File: src/rtl/cond_unit_mc.sv
// Multi-context ARM condition unit with NZCV banks and one outstanding multi-cycle op tracker.
// Build option: define COND_MC_FLAGS_EN to let multi-cycle ops load N,Z from M_Flags at completion.
module cond_unit_mc #(
  parameter int NUM_CTX    = 2,
  parameter int CTX_W      = 1,
  parameter int MC_TIMEOUT = 64
) (
  input  logic             CLK,
  input  logic             RESET,
  input  logic             Valid,
  input  logic [CTX_W-1:0] CtxSel,
  input  logic [3:0]       Cond,
  input  logic             PCS,
  input  logic             RegW,
  input  logic             MemW,
  input  logic             NoWrite,
  input  logic [1:0]       FlagW,
  input  logic [3:0]       ALUFlags,
  input  logic             M_StartS,
  input  logic             M_Done,
  input  logic [1:0]       M_Flags,
  output logic             PCSrc,
  output logic             RegWrite,
  output logic             MemWrite,
  output logic             M_Start,
  output logic             Stall,
  output logic             McRegWrite,
  output logic             McErr,
  output logic [3:0]       Flags
);

  localparam int CNT_W = $clog2(MC_TIMEOUT);
  localparam logic [CNT_W-1:0] CNT_LAST = CNT_W'(MC_TIMEOUT - 1);

  typedef enum logic {IDLE, BUSY} state_e;

  state_e           state_q;
  logic [CNT_W-1:0] cnt_q;
  logic [CTX_W-1:0] ctx_q;
  logic             flagw1_q;
  logic             regw_q;
  logic [3:0]       flags_q [NUM_CTX];
  logic [3:0]       flags_d [NUM_CTX];

  logic [3:0] bank;
  logic       ctx_ok;
  logic       cond_pass;
  logic       busy, issue, mc_done, mc_timeout;

  // Select the addressed bank; an out-of-range context reads as 0000 and never executes.
  always_comb begin
    bank   = '0;
    ctx_ok = 1'b0;
    for (int i = 0; i < NUM_CTX; i++) begin
      if (CtxSel == CTX_W'(i)) begin
        bank   = flags_q[i];
        ctx_ok = 1'b1;
      end
    end
  end

  always_comb begin
    case (Cond)
      4'b0000: cond_pass = bank[2];
      4'b0001: cond_pass = ~bank[2];
      4'b0010: cond_pass = bank[1];
      4'b0011: cond_pass = ~bank[1];
      4'b0100: cond_pass = bank[3];
      4'b0101: cond_pass = ~bank[3];
      4'b0110: cond_pass = bank[0];
      4'b0111: cond_pass = ~bank[0];
      4'b1000: cond_pass = ~bank[2] & bank[1];
      4'b1001: cond_pass = bank[2] | ~bank[1];
      4'b1010: cond_pass = ~(bank[3] ^ bank[0]);
      4'b1011: cond_pass = bank[3] ^ bank[0];
      4'b1100: cond_pass = ~bank[2] & ~(bank[3] ^ bank[0]);
      4'b1101: cond_pass = bank[2] | (bank[3] ^ bank[0]);
      default: cond_pass = 1'b1;
    endcase
  end

  assign busy       = (state_q == BUSY);
  assign Stall      = busy & Valid;
  assign issue      = Valid & ~Stall & ctx_ok & cond_pass;
  assign mc_done    = busy & M_Done;
  assign mc_timeout = busy & ~M_Done & (cnt_q == CNT_LAST);

  assign PCSrc      = PCS & issue;
  assign MemWrite   = MemW & issue;
  assign RegWrite   = RegW & ~NoWrite & issue & ~M_StartS;
  assign M_Start    = M_StartS & issue;
  assign McRegWrite = mc_done & regw_q & ~RESET;
  assign McErr      = mc_timeout & ~RESET;
  assign Flags      = bank;

  always_comb begin
    // NOTE: every combinational output gets a default before any conditional write, so no latch is inferred.
    for (int i = 0; i < NUM_CTX; i++) flags_d[i] = flags_q[i];
    if (issue & ~M_StartS) begin
      for (int i = 0; i < NUM_CTX; i++) begin
        if (CtxSel == CTX_W'(i)) begin
          if (FlagW[1]) flags_d[i][3:2] = ALUFlags[3:2];
          if (FlagW[0]) flags_d[i][1:0] = ALUFlags[1:0];
        end
      end
    end
`ifdef COND_MC_FLAGS_EN
    // Completion can never coincide with an issue, since BUSY holds every instruction.
    if (mc_done & flagw1_q) begin
      for (int i = 0; i < NUM_CTX; i++) begin
        if (ctx_q == CTX_W'(i)) flags_d[i][3:2] = M_Flags;
      end
    end
`endif
  end

`ifndef COND_MC_FLAGS_EN
  logic unused_mc_flags;
  assign unused_mc_flags = ^{M_Flags, flagw1_q, ctx_q};
`endif

  // NOTE: state registers use non-blocking assignments so every register samples pre-edge values.
  always_ff @(posedge CLK) begin
    if (RESET) begin
      state_q  <= IDLE;
      cnt_q    <= '0;
      ctx_q    <= '0;
      flagw1_q <= 1'b0;
      regw_q   <= 1'b0;
      // NOTE: the flag banks are architectural state that must read 0000 after reset, so they are reset.
      flags_q  <= '{default: '0};
    end else begin
      flags_q <= flags_d;
      case (state_q)
        IDLE: begin
          if (M_Start) begin
            state_q  <= BUSY;
            cnt_q    <= '0;
            ctx_q    <= CtxSel;
            flagw1_q <= FlagW[1];
            regw_q   <= RegW & ~NoWrite;
          end
        end
        BUSY: begin
          if (M_Done || cnt_q == CNT_LAST) state_q <= IDLE;
          else                             cnt_q   <= cnt_q + CNT_W'(1);
        end
        default: state_q <= IDLE;
      endcase
    end
  end

endmodule

File: config.mk
export PLATFORM = sky130hd
export DESIGN_NAME = cond_unit_mc
export DESIGN_NICKNAME = d
export VERILOG_FILES = /design/src/rtl/cond_unit_mc.sv
export SDC_FILE = /design/constraint.sdc
export NUM_CORES = 1
export LEC_CHECK = 0
export CORE_MARGIN = 5
export CORE_UTILIZATION = 35
export CTS_BUF_LIST = sky130_fd_sc_hd__clkbuf_4 sky130_fd_sc_hd__clkbuf_8
export DETAILED_ROUTE_END_ITERATION = 12
export GPL_ROUTABILITY_DRIVEN = 0
export GPL_TIMING_DRIVEN = 1
export REMOVE_ABC_BUFFERS = 1
export SLEW_MARGIN = 10
export SYNTH_ARGS = -nofsm -noshare
export SYNTH_HDL_FRONTEND = slang
export SYNTH_SLANG_ARGS = --single-unit
File: constraint.sdc
create_clock -name CLK -period 3.3 [get_ports CLK]
set_clock_uncertainty 0.1 [all_clocks]
set_input_delay 0.66 -clock CLK [delete_from_list [all_inputs] [get_ports CLK]]
set_output_delay 0.66 -clock CLK [all_outputs]
set_load 0.005 [all_outputs]
### Word-level counts from Yosys, hierarchy flattened

Index checks and enable logic that the tools add are counted.

* $add $sub $neg: 1
* equal/unequal tests: 16
* bitwise logic cells: 33
* reductions and logical operators: 8
* multiplexer cells: 8

Operators with widths (count)
* 4-bit equality test (second input constant): 6
* 1-bit AND: 18
* 4-bit by 3-bit equality test with 1-bit output (second input constant): 4
* 1-bit case mux with 14 select lines: 1
* 6-bit two-way mux: 2
* 1-bit NOT: 12
* 6-bit case mux with 2 select lines: 1
* 3-bit AND reduction: 4
* 4-bit by 2-bit equality test with 1-bit output (second input constant): 2
* 6-bit by 1-bit adder with 6-bit output (second input constant): 1
* 6-bit equality test (second input constant): 1
* 4-bit by 1-bit equality test with 1-bit output (second input constant): 1
* 4-bit logical NOT: 1
* 4-bit two-way mux: 1
* 2-bit inequality test (second input constant): 2
* 2-bit AND reduction: 2
* 1-bit two-way mux: 2
* 1-bit OR: 2
* 1-bit case mux with 2 select lines: 1
* 1-bit logical OR: 1
* 1-bit bitwise XOR: 1

* register bits: 16
* output and inout port bits: 11

### Logic depth before layout (Yosys ltp)

* word-level depth: 9
* gate-level depth with buffers: 9
* mapped depth without buffers: 6

### Least setup slack after synthesis

OpenSTA, ideal clock, no wires.

* path kind: input-to-output
* start point: input CtxSel
* end point: output RegWrite
* data required time: 2540 ps
* cell stages on the path: 7
* slack: 337 ps
* path buffers: 2
* data arrival time: 2203 ps
* path through: buf_6 -> mux4_2 -> and3_1 -> a311oi_1 -> a211oi_1 -> buf_6 -> nor4b_1

* longest elaborated chain between the ends: 8

Ends and longest elaborated chain
* start: declaration: line 11 `input logic [CTX_W-1:0] CtxSel,`
* 4-bit two-way mux *: line 55 `if (CtxSel == CTX_W'(i)) begin`
* 1-bit bitwise XOR
* 1-bit NOT: line 74, 76
* 1-bit AND: line 76 `4'b1100: cond_pass = ~bank[2] & ~(bank[3] ^ bank[0]);`
* 1-bit case mux with 14 select lines *: line 63 `case (Cond)`
* 1-bit AND *: line 84 `assign issue = Valid & ~Stall & ctx_ok & cond_pass;`
* 1-bit AND * (2 in a row): line 90 `assign RegWrite = RegW & ~NoWrite & issue & ~M_StartS;`
* end: declaration: line 23 `output logic RegWrite,`

Mark *: on every way between the ends. The rest lies on a longest branch, timed or not.

### Worst setup path in the final report

* start point: input Cond[3]
* end point: output M_Start

* longest elaborated chain between the ends: 4

Ends and longest elaborated chain
* start: declaration: line 12 `input logic [3:0] Cond,`
* 4-bit equality test (tied with other cells): line 63
* 1-bit case mux with 14 select lines *: line 63
* 1-bit AND *: line 84
* 1-bit AND *: line 91 `assign M_Start = M_StartS & issue;`
* end: declaration: line 25 `output logic M_Start,`

Marks and branches as above.

==> flow_summary.yaml <==
run_status:
  status: "completed"
power:
  p_per_area_nw_per_um2: 263
  p_leak_nw: 0.677
  pwr-share-comb: 0.279
  internal_power_mw: 0.339
  switchingPower_mw: 0.115
  p_sw_frac: 0.253
  totalPowerFinal_mw: 0.454
  peakVddDrop_v: 0.000137
  seqPwrFrac: 0.439
  p_clk_frac: 0.282
yosys:
  avgSynthCellArea_um2: 8.97
  synth-seq-cells: 16
  ys_top_cells_by_area: "dfxtp_1 28%, mux2i_1 11%, nand2b_1 9.3%"
  async_flop_share: 0
  ys_warn_count: 0
  synth.distinct_cells: 41
  synthTopCellsByCount: "17 x nand2b_1, 16 x dfxtp_1, 13 x mux2i_1"
  synth_ff_type: "dfxtp_1"
  yosysMostFrequentCell: "nand2b_1"
  yosys.area.top_type: "dfxtp_1"
  synth_top_area_frac: 0.279
  yosysSeqAreaShare: 0.279
  synthCells: 128
  synth-edff-count: 0
  syn-cell-area_um2: 1150
finish:
  final_util: 0.556
  drive_gt1_frac: 0.254
  area_growth_pct: 50.3
  layout.nets: 201
  antennaDiodeCount: 0
timing:
  relSlewSlack: 0.767
  drv_slew: 0
  timing.final.crit_share: 0.982
  tightest_slew_ns: 0.350
  fin_tns_setup_ns: 0
  hold_viol_final: 0
  setup_violations: 0
  period_needed_ns: 3.24
  rsz0062_at_grt: "false"
  fmax_mhz: 309
flow_run:
  cap_violations: 0
routing:
  routed_wl_um: 3130
  routed_via_density: 5.30
  drt_iter0_drc: 83
  ant_nets: 0
  vias: 1171
  firstDrtPassIters: 4
  drc_errors: 0
  post_drt_wl_per_cell_um: 14.1
critical_path:
  endpoint_kind: "primary output"
  cp.depth: 9
  timing.rr.end: "flags_q[5]"
  r2r-start: "flags_q[3]"
  path_buf_inv: 4
  worstSetupPathType: "in2out"
  cp.arrival_ns: 2.48
  cpMostUsedCell: "buf_4"
  max_stage_delay_ns: 0.52
  critical_path.max_fanout: 3
  worstPathRequired_ns: 2.54
  cp_slowest_cell: "mux4_2"
  r2r_cells: 8
  crit_chain: "clkdlybuf4s15_2 -> and2_4 -> mux4_2 -> and4b_1 -> a211oi_2 -> buf_4 -> buf_4 -> nor2_1 -> clkdlybuf4s15_1"
  startpoint_type: "input pin"
  cp_top_family: "buffers and inverters"
  regToRegSetupSlack_ns: 0.76
floorplanning:
  die_w_um: 67.3
  start_util: 0.370
  die_area_um2: 4530
  num_io_pins: 33
  placementRows: 20
  core_um2: 3100
  fp.dieH_um: 67.3
cts:
  clock_path_buffers: 2
  clkTransAtPathRegs_ns: 0.09
  postCtsHoldBufs: 0
  cts_buffers: 3
  clkLatencyLatePin_ns: 0.28
  cts_sinks: 16
  root_buffer: "clkbuf_4"
  htreeDepth: 1
  cts_tree: "built"
worst_hold_path:
  hp-class: "reg2reg"
  whs_path_depth: 2
  hold_path_end: "regw_q"
  min-delay-start: "regw_q"
grt:
  grt_overflow: 0
  grt_pass1_wl_um: 5120
  grt_pass1_vias: 1171
  track_usage: 0.145
  antenna_found_initial: 0
  grt_max_degree: 24
place:
  hpwl_um: 2310
  io_buffers: 30
==> stage by stage <==
stage / instances / hold WS [ns] / area [um2] / worst slack (ns)
after floorplan: 121 / 0.343 / 1110 / 0.207
after global placement: 212 / 0.380 / 1590 / -0.682
after detailed placement: 212 / 0.395 / 1590 / -0.716
after CTS: 221 / 0.408 / 1710 / 0.00962
after global routing: 221 / 0.434 / 1730 / 0.0109
final: 221 / 0.399 / 1730 / 0.0594
==> sequential cells by signal, indices dropped and copies added (netlist names) <==
name	cells
flags_q	8
cnt_q	6
busy	1
regw_q	1
==> layout by cell type (no fill, tap or decap), drive strengths merged, types with 2 or more instances in the layout <==
cell type      instances
buf                   24
clkdlybuf4s50         21
nand2b                17
dfxtp                 16
mux2i                 13
nor2b                  7
nor2                   6
inv                    5
nand2                  5
clkdlybuf4s15          5
nand3                  4
nand3b                 4
a21oi                  4
clkbuf                 4
o21ai                  4
xnor2                  3
mux2                   3
a311oi                 3
mux4                   2
and4b                  2
nor4b                  2
or4b                   2
dlygate4sd2            2
and2                   2
a211oi                 2
==> worst reg2reg max path, cell delays in order, from the launching register on <==
cell and delay, ns:
dfxtp_1 0.36, xnor2_1 0.25, mux2_2 0.37, a311oi_2 0.29, a211oi_2 0.11, buf_4 0.15
buf_6 0.12, or4b_1 0.54, mux2i_1 0.15
==> cells by family (layout without fill, tap and decap cells) <==
group / Yosys count / in the layout / share of synthesized area
DFF: 16 / 16 / 0.279
and+or+nand+nor: 63 / 63 / 0.361
muxes: 18 / 18 / 0.182
adders and majority gates: 1 / 1 / 0.0109
xor gates and xnor gates: 3 / 3 / 0.0229
buffers and inverters: 12 / 61 / 0.0534
AOI/OAI and AO/OA: 15 / 15 / 0.0915
==> what timing repair did <==
action	CTS	global route
setup endpoints to repair	4	4
gates resized for setup	33	6
gates cloned	0	0
buffers inserted	5	0
pin swaps	4	4
==> area by class of cell <==
class                   count  area (um2)
repair buffers             52         484
well taps                  44        55.1
inverters                   5        18.8
flip-flops and latches     16         320
clock buffers               4        36.3
fillers                   305        1380
multi-input cells         100         812
==> layer usage <==
layer / vias up / global-route usage / wire length (um)
li1: 562 / - / -
met1: 557 / 0.178 / 1400
met2: 44 / 0.249 / 1520
met3: 8 / 0.0250 / 148
met4: 0 / 0.0633 / 53
met5: - / 0 / 0
==> how the worst max path moves through the flow <==
stage	from	to	slack, ns
2_1_floorplan	CtxSel	RegWrite	0.21
3_3_place_gp	CtxSel	RegWrite	-0.68
3_5_place_dp	CtxSel	RegWrite	-0.72
4_1_cts	Cond[0]	PCSrc	0.01
5_1_grt	CtxSel	RegWrite	0.01
6_report	Cond[3]	M_Start	0.06
==> power by group through the flow <==
| stage | combinational, mW | clock [mW] | sequential, mW |
|---|---|---|---|
| floorplan | 0.0401 | 0 | 0.204 |
| global placement | 0.107 | 0 | 0.204 |
| detailed placement | 0.110 | 0 | 0.204 |
| CTS | 0.122 | 0.134 | 0.199 |
| global route | 0.136 | 0.142 | 0.200 |
| finish | 0.127 | 0.128 | 0.199 |
No activity file was read; power rests on OpenSTA's default activity.
